File: config.mk
export PLATFORM = sky130hd
export DESIGN_NAME = modulo_envase_vedacao_param
export DESIGN_NICKNAME = d
export VERILOG_FILES = /design/src/rtl/modulo_envase_vedacao_param.sv
export SDC_FILE = /design/constraint.sdc
export NUM_CORES = 1
export LEC_CHECK = 0
export ABC_AREA = 1
export CORE_AREA = 2 2 51 77
export DETAILED_ROUTE_END_ITERATION = 16
export DIE_AREA = 0 0 53 79
export DONT_BUFFER_PORTS = 1
export PLACE_DENSITY = 0.57
export SLEW_MARGIN = 20
export SYNTH_ARGS = -nofsm -noshare
export SYNTH_HDL_FRONTEND = slang
export SYNTH_SLANG_ARGS = --single-unit
File: constraint.sdc
create_clock -name clk -period 2.3 [get_ports clk]
set_input_delay 0.345 -clock clk [delete_from_list [all_inputs] [get_ports clk]]
set_output_delay 0.345 -clock clk [all_outputs]
set_load 0.01 [all_outputs]
File: src/rtl/modulo_envase_vedacao_param.sv
// Bottle filling and sealing controller with cork stock register,
// automatic refill and batch counters.
//
// state      | meaning
// -----------+----------------------------------------------
// PARADO     | stopped, all actuators off
// TRANSPORTE | conveyor running, waiting for bottle in position
// ENCHIMENTO | fill valve open, waiting for bottle full
// VEDACAO    | sealer active, waiting for sealing complete
// ALARME     | no corks available, waiting for stock
module modulo_envase_vedacao_param #(
    parameter int W_ROLHAS   = 7,
    parameter int MAX_ROLHAS = 99,
    parameter int MIN_ROLHAS = 5,
    parameter int REFILL     = 20,
    parameter int LOTE       = 12,
    parameter int W_LOTES    = 4,
    parameter int MAX_LOTES  = 10
) (
    input  logic                clk,
    input  logic                clr,
    input  logic                enable,
    input  logic                pg,
    input  logic                ch,
    input  logic                cq,
    input  logic                op_add,
    input  logic                dispensador,
    output logic                m,
    output logic                ev,
    output logic                ve,
    output logic                al,
    output logic [2:0]          estado,
    output logic [W_ROLHAS-1:0] rolhas,
    output logic [3:0]          garrafas,
    output logic [W_LOTES-1:0]  lotes,
    output logic                lote_ok,
    output logic                rolha_baixa
);

    typedef enum logic [2:0] {
        PARADO     = 3'd0,
        TRANSPORTE = 3'd1,
        ENCHIMENTO = 3'd2,
        VEDACAO    = 3'd3,
        ALARME     = 3'd4
    } state_t;

    // The stock sum carries one extra bit so refill plus operator add
    // cannot wrap before the saturation compare.
    localparam int SW = W_ROLHAS + 1;
    localparam logic [SW-1:0]       REFILL_S  = SW'(REFILL);
    localparam logic [SW-1:0]       MAX_S     = SW'(MAX_ROLHAS);
    localparam logic [W_ROLHAS-1:0] MIN_R     = W_ROLHAS'(MIN_ROLHAS);
    localparam logic [3:0]          LOTE_LAST = 4'(LOTE - 1);
    localparam logic [W_LOTES-1:0]  LOTES_LAST = W_LOTES'(MAX_LOTES - 1);

    state_t        state, state_nx;
    logic          enable_q;
    logic          rise;
    logic          consume;
    logic          auto_refill;
    logic [SW-1:0] soma;

    // State register
    always_ff @(posedge clk) begin
        if (clr) state <= PARADO;
        else     state <= state_nx;
    end

    // Next-state decode; enable low overrides every transition
    always_comb begin
        state_nx = state;
        case (state)
            PARADO:     if (enable) state_nx = TRANSPORTE;
            TRANSPORTE: if (pg) state_nx = ENCHIMENTO;
            ENCHIMENTO: if (ch) state_nx = (rolhas != '0) ? VEDACAO : ALARME;
            VEDACAO:    if (cq) state_nx = TRANSPORTE;
            ALARME:     if (rolhas != '0) state_nx = VEDACAO;
            default:    state_nx = PARADO;
        endcase
        if (!enable) state_nx = PARADO;
    end

    // Moore actuator decode from the registered state
    always_comb begin
        m  = 1'b0;
        ev = 1'b0;
        ve = 1'b0;
        al = 1'b0;
        case (state)
            TRANSPORTE: m  = 1'b1;
            ENCHIMENTO: ev = 1'b1;
            VEDACAO:    ve = 1'b1;
            ALARME:     al = 1'b1;
            default:    ;
        endcase
    end

    // Stock arithmetic: all events of a cycle summed together, then saturated
    always_comb begin
        consume     = (state == VEDACAO) && cq;
        auto_refill = dispensador && (rolhas < MIN_R);
        rise        = enable && !enable_q;
        soma        = {1'b0, rolhas} + SW'(op_add)
                    + (auto_refill ? REFILL_S : '0) - SW'(consume);
    end

    // Cork stock register and enable edge detector
    always_ff @(posedge clk) begin
        if (clr) begin
            rolhas   <= '0;
            enable_q <= 1'b0;
        end else begin
            rolhas   <= (soma > MAX_S) ? MAX_S[W_ROLHAS-1:0] : soma[W_ROLHAS-1:0];
            enable_q <= enable;
        end
    end

    // Bottle and batch counters; a new run (enable rising) starts from zero
    always_ff @(posedge clk) begin
        if (clr) begin
            garrafas <= '0;
            lotes    <= '0;
            lote_ok  <= 1'b0;
        end else if (rise) begin
            garrafas <= '0;
            lotes    <= '0;
            lote_ok  <= 1'b0;
        end else begin
            lote_ok <= 1'b0;
            if (consume) begin
                if (garrafas == LOTE_LAST) begin
                    garrafas <= '0;
                    lotes    <= (lotes == LOTES_LAST) ? '0 : lotes + 1'b1;
                    lote_ok  <= 1'b1;
                end else begin
                    garrafas <= garrafas + 1'b1;
                end
            end
        end
    end

    assign estado      = state;
    assign rolha_baixa = (rolhas < MIN_R);

endmodule

==> summary.md <==
| Metric | Value |
|---|---|
| Status | `complete, but fails checks` |
| Failing checks | `negative setup slack` |
| Crit path arrival time | `approximately 2500 ps` |
| DRT Pass-1 Iters | `4` |
| WS Path Type | `reg -> reg` |
| P&R area growth vs syn | `50.0%` |
| Via count | `around 1,400` |
| Startpoint types | `register` |
| Clock skew | `9.25 ps` |
| Routability cong. | `0.919` |
| #FFs+latches synth | `20` |
| Final Net Count | `approximately 270` |
| CTS Sinks | `20` |
| Clock power frac | `between 10% and 20%` |
| Post-CTS Hold Fix Bufs | `0` |
| FILL cells | `~330` |
| Worst Hold End | `rolhas[5]` |
| Sequential area share after synthesis | `29.5%` |
| P_int | `~1.9 mW` |
| Final setup viols | `6` |
| Port Buffers | `0` |
| GR Util All Layers | `~18%` |
| Layout cells sized above 1 | `around 44%` |
| Worst skew pair latency | `260 ps` |
| Mapped Avg Cell Area | `about 6.8 um^2` |
| DRT iter0 DRCs | `14` |
| CTS H-tree depth | `1` |
| Ys Warns | `0` |
| Switching share of power | `about 44%` |
| CTS tree | `done` |
| WP data required | `between 2000 and 2500 ps` |
| Reg2Reg Setup Slack | `-50 ps` |
| Final Cell Area | `between 0.002 and 0.0025 mm^2` |
| Boundary Pins | `32` |
| Root Buffer | `clkbuf_8` |
| Part of the power in combinational logic | `roughly three quarters` |
| DP Wirelength | `approximately 2800 um` |
| Starting Density | `between 30% and 40%` |
| # placed instances | `around 270` |
| Placed instance area | `between 0.0015 and 0.002 mm^2` |
| Largest net degree at the start of global routing | `13` |
| Vias in the first global route | `1,357` |
| Site Rows | `27` |
| Achievable Freq | `between 400 and 500 MHz` |
| Net Sw Power | `1.48 mW` |
| Pwr per Cell Area | `1640 mW/mm^2` |
| Sum Neg Setup Slack | `-262 ps` |
| Total CTS buffers | `3` |
| Length in cells of the worst reg-to-reg path | `17` |
| Die height | `79 um` |
| Clock-pin slew on the worst setup and hold paths | `around 80 ps` |
| Share of the core filled with cells | `57.4%` |
| Post-Syn Instances | `~200` |
| First-pass GRT wire length | `between 5000 and 6000 um` |
| Setup ws final | `-53.9 ps` |
| Via density | `approximately 4.9` |
| HP Class | `in -> reg` |
| Worst hold path cell count | `1` |
| Diode count | `0` |
| Hold path start | `clr` |
| WL/cell | `12.6 um` |
| Hold slack | `~150 ps` |
| Final max-slew violation count | `0` |
| Post-Syn Area | `about 0.0014 mm^2` |
| Final Hold Viols | `0` |
| Yosys cell types | `28` |
| Max-Cap Viols | `0` |
| Overall Power | `~3.3 mW` |
| Sequential power share | `between 10% and 20%` |
| Grt ovf | `0` |
| Max IR drop VDD | `approximately 990 uV` |
| Rel. slew slack | `between 60% and 70%` |
| Multi-input gate area | `a little over 0.001 mm^2` |
| FF-to-FF End | `rolhas[1]` |
| Die Wd | `around 53 um` |
| Part of the cycle the worst path needs | `102%` |
| Register Area | `between 400 and 500 um^2` |
| Critical R2R Launch | `rolhas[5]` |
| CP max FO | `4` |
| Antenna violations before repair | `0` |
| Longest Clk Path Bufs | `2` |
| Post-layout minimum cycle time | `2350 ps` |
| Layout Cells excl Fill | `286` |
| Die area | `0.00419 mm^2` |
| Unrepaired setup endpoints after global routing | `yes` |
| Worst slack, placed | `-140 ps` |
| DRC | `0` |
| Lkg Pwr | `0.993 nW` |
| Core area | `approximately 0.0035 mm^2` |
| Syn_nets | `between 200 and 250` |
| Slew at the pin closest to its max-slew limit | `between 500 and 600 ps` |
| Drt total wl | `3600 um` |
| CP endpoint kind | `register` |
| Antenna-violating nets left | `0` |
logic make-up after synthesis:
logic type	share of synthesized area, %
buffers and inverters	13.3
xor gates and xnor gates	0.645
adders and majority gates	13.5
and+or+nand+nor	30.2
DFF	29.5
AOI/OAI and AO/OA	12.9
state kept, by name (all words and copies together) (netlist names):
name and flops:
rolhas 7, garrafas 4, lotes 4, estado 3
enable_q 1, lote_ok 1
placed cells by master, fill, tap and decap left out, types with 6 or more instances in the layout:
cell type / netlist / routed
inv_1: 44 / 34
dfxtp_1: 20 / 15
o21ai_0: 8 / 8
nand3_1: 16 / 6
nand3_2: 1 / 8
nand2_2: 1 / 13
nor2_1: 19 / 15
buf_4: 0 / 38
a21oi_1: 12 / 11
ha_4: 0 / 8
inv_2: 3 / 12
nand2_1: 38 / 23
layer usage:
layer / vias up / GRT usage (%) / routed length, um
li1: 713 / - / -
met5: - / 0 / 0
met1: 658 / 17.9 / 1330
met3: 4 / 1.88 / 145
met4: 0 / 6.67 / 53
met2: 35 / 34.5 / 2080
critical path, cell delays in order (launching register included):
cell,delay (ps)
dfxtp_2,340
inv_2,50
ha_2,180
nand2_1,60
o21a_1,150
nand2_2,100
ha_4,280
inv_2,40
ha_4,310
nand2_2,60
nor2_1,120
nand2_1,90
nand4_1,130
nand2_2,90
nand3_4,90
nand3_2,80
nand2_1,70
inv_1,30
worst max-delay path by stage:
| stage | startpoint | to | cells past startpoint |
|---|---|---|---|
| after floorplan | estado[1] | rolhas[1] | 19 |
| after global placement | rolhas[5] | rolhas[1] | 17 |
| after detailed placement | rolhas[5] | rolhas[1] | 17 |
| after CTS | rolhas[5] | rolhas[1] | 17 |
| after global routing | estado[1] | rolhas[2] | 18 |
| final | rolhas[5] | rolhas[1] | 17 |
what timing repair did:
item / in CTS / in global routing
pin swaps: 12 / 22
setup endpoints to repair: 7 / 7
setup buffers: 4 / 4
resized for setup: 27 / 30
cell type report:
class                           count  area share [%]
Timing Repair Buffer               38            14.0
Multi-Input combinational cell    133            50.9
Sequential cell                    20            20.0
Inverter                           48            8.97
Tap cell                           43            2.64
Clock buffer                        3            2.03
Clock inverter                      1            1.48
Yosys cell counts:
library cell,number,area [um^2]
o21ai_0,8,40.0
a31oi_1,2,12.5
or2_1,1,6.26
o21ai_1,1,5.00
nand2_4,2,22.5
a21oi_1,12,60.1
inv_1,44,165
nor2_2,1,6.26
nand3_2,1,10.0
nand4_1,1,6.26
o31ai_1,1,7.51
a211oi_1,1,7.51
nand2_1,38,143
nand2_2,1,6.26
nor2_4,1,11.3
ha_1,13,163
clkinv_1,1,3.75
o22ai_1,2,12.5
nand3_1,16,80.1
xor2_1,1,8.76
nor2_1,19,71.3
o21a_1,4,30.0
fa_1,1,20.0
nor2_8,1,20.0
dfxtp_1,20,400
nor3_1,4,20.0
inv_2,3,11.3
nand3b_1,1,7.51
power groups by stage:
stage | logic (mW) | registers (mW) | clock network (mW)
3_5_place_dp | 1.73 | 0.440 | 0
2_1_floorplan | 0.952 | 0.484 | 0
5_1_grt | 2.75 | 0.445 | 0.375
6_report | 2.55 | 0.438 | 0.350
3_3_place_gp | 1.74 | 0.441 | 0
4_1_cts | 2.12 | 0.435 | 0.356
Power figures use the tool's default switching activity.
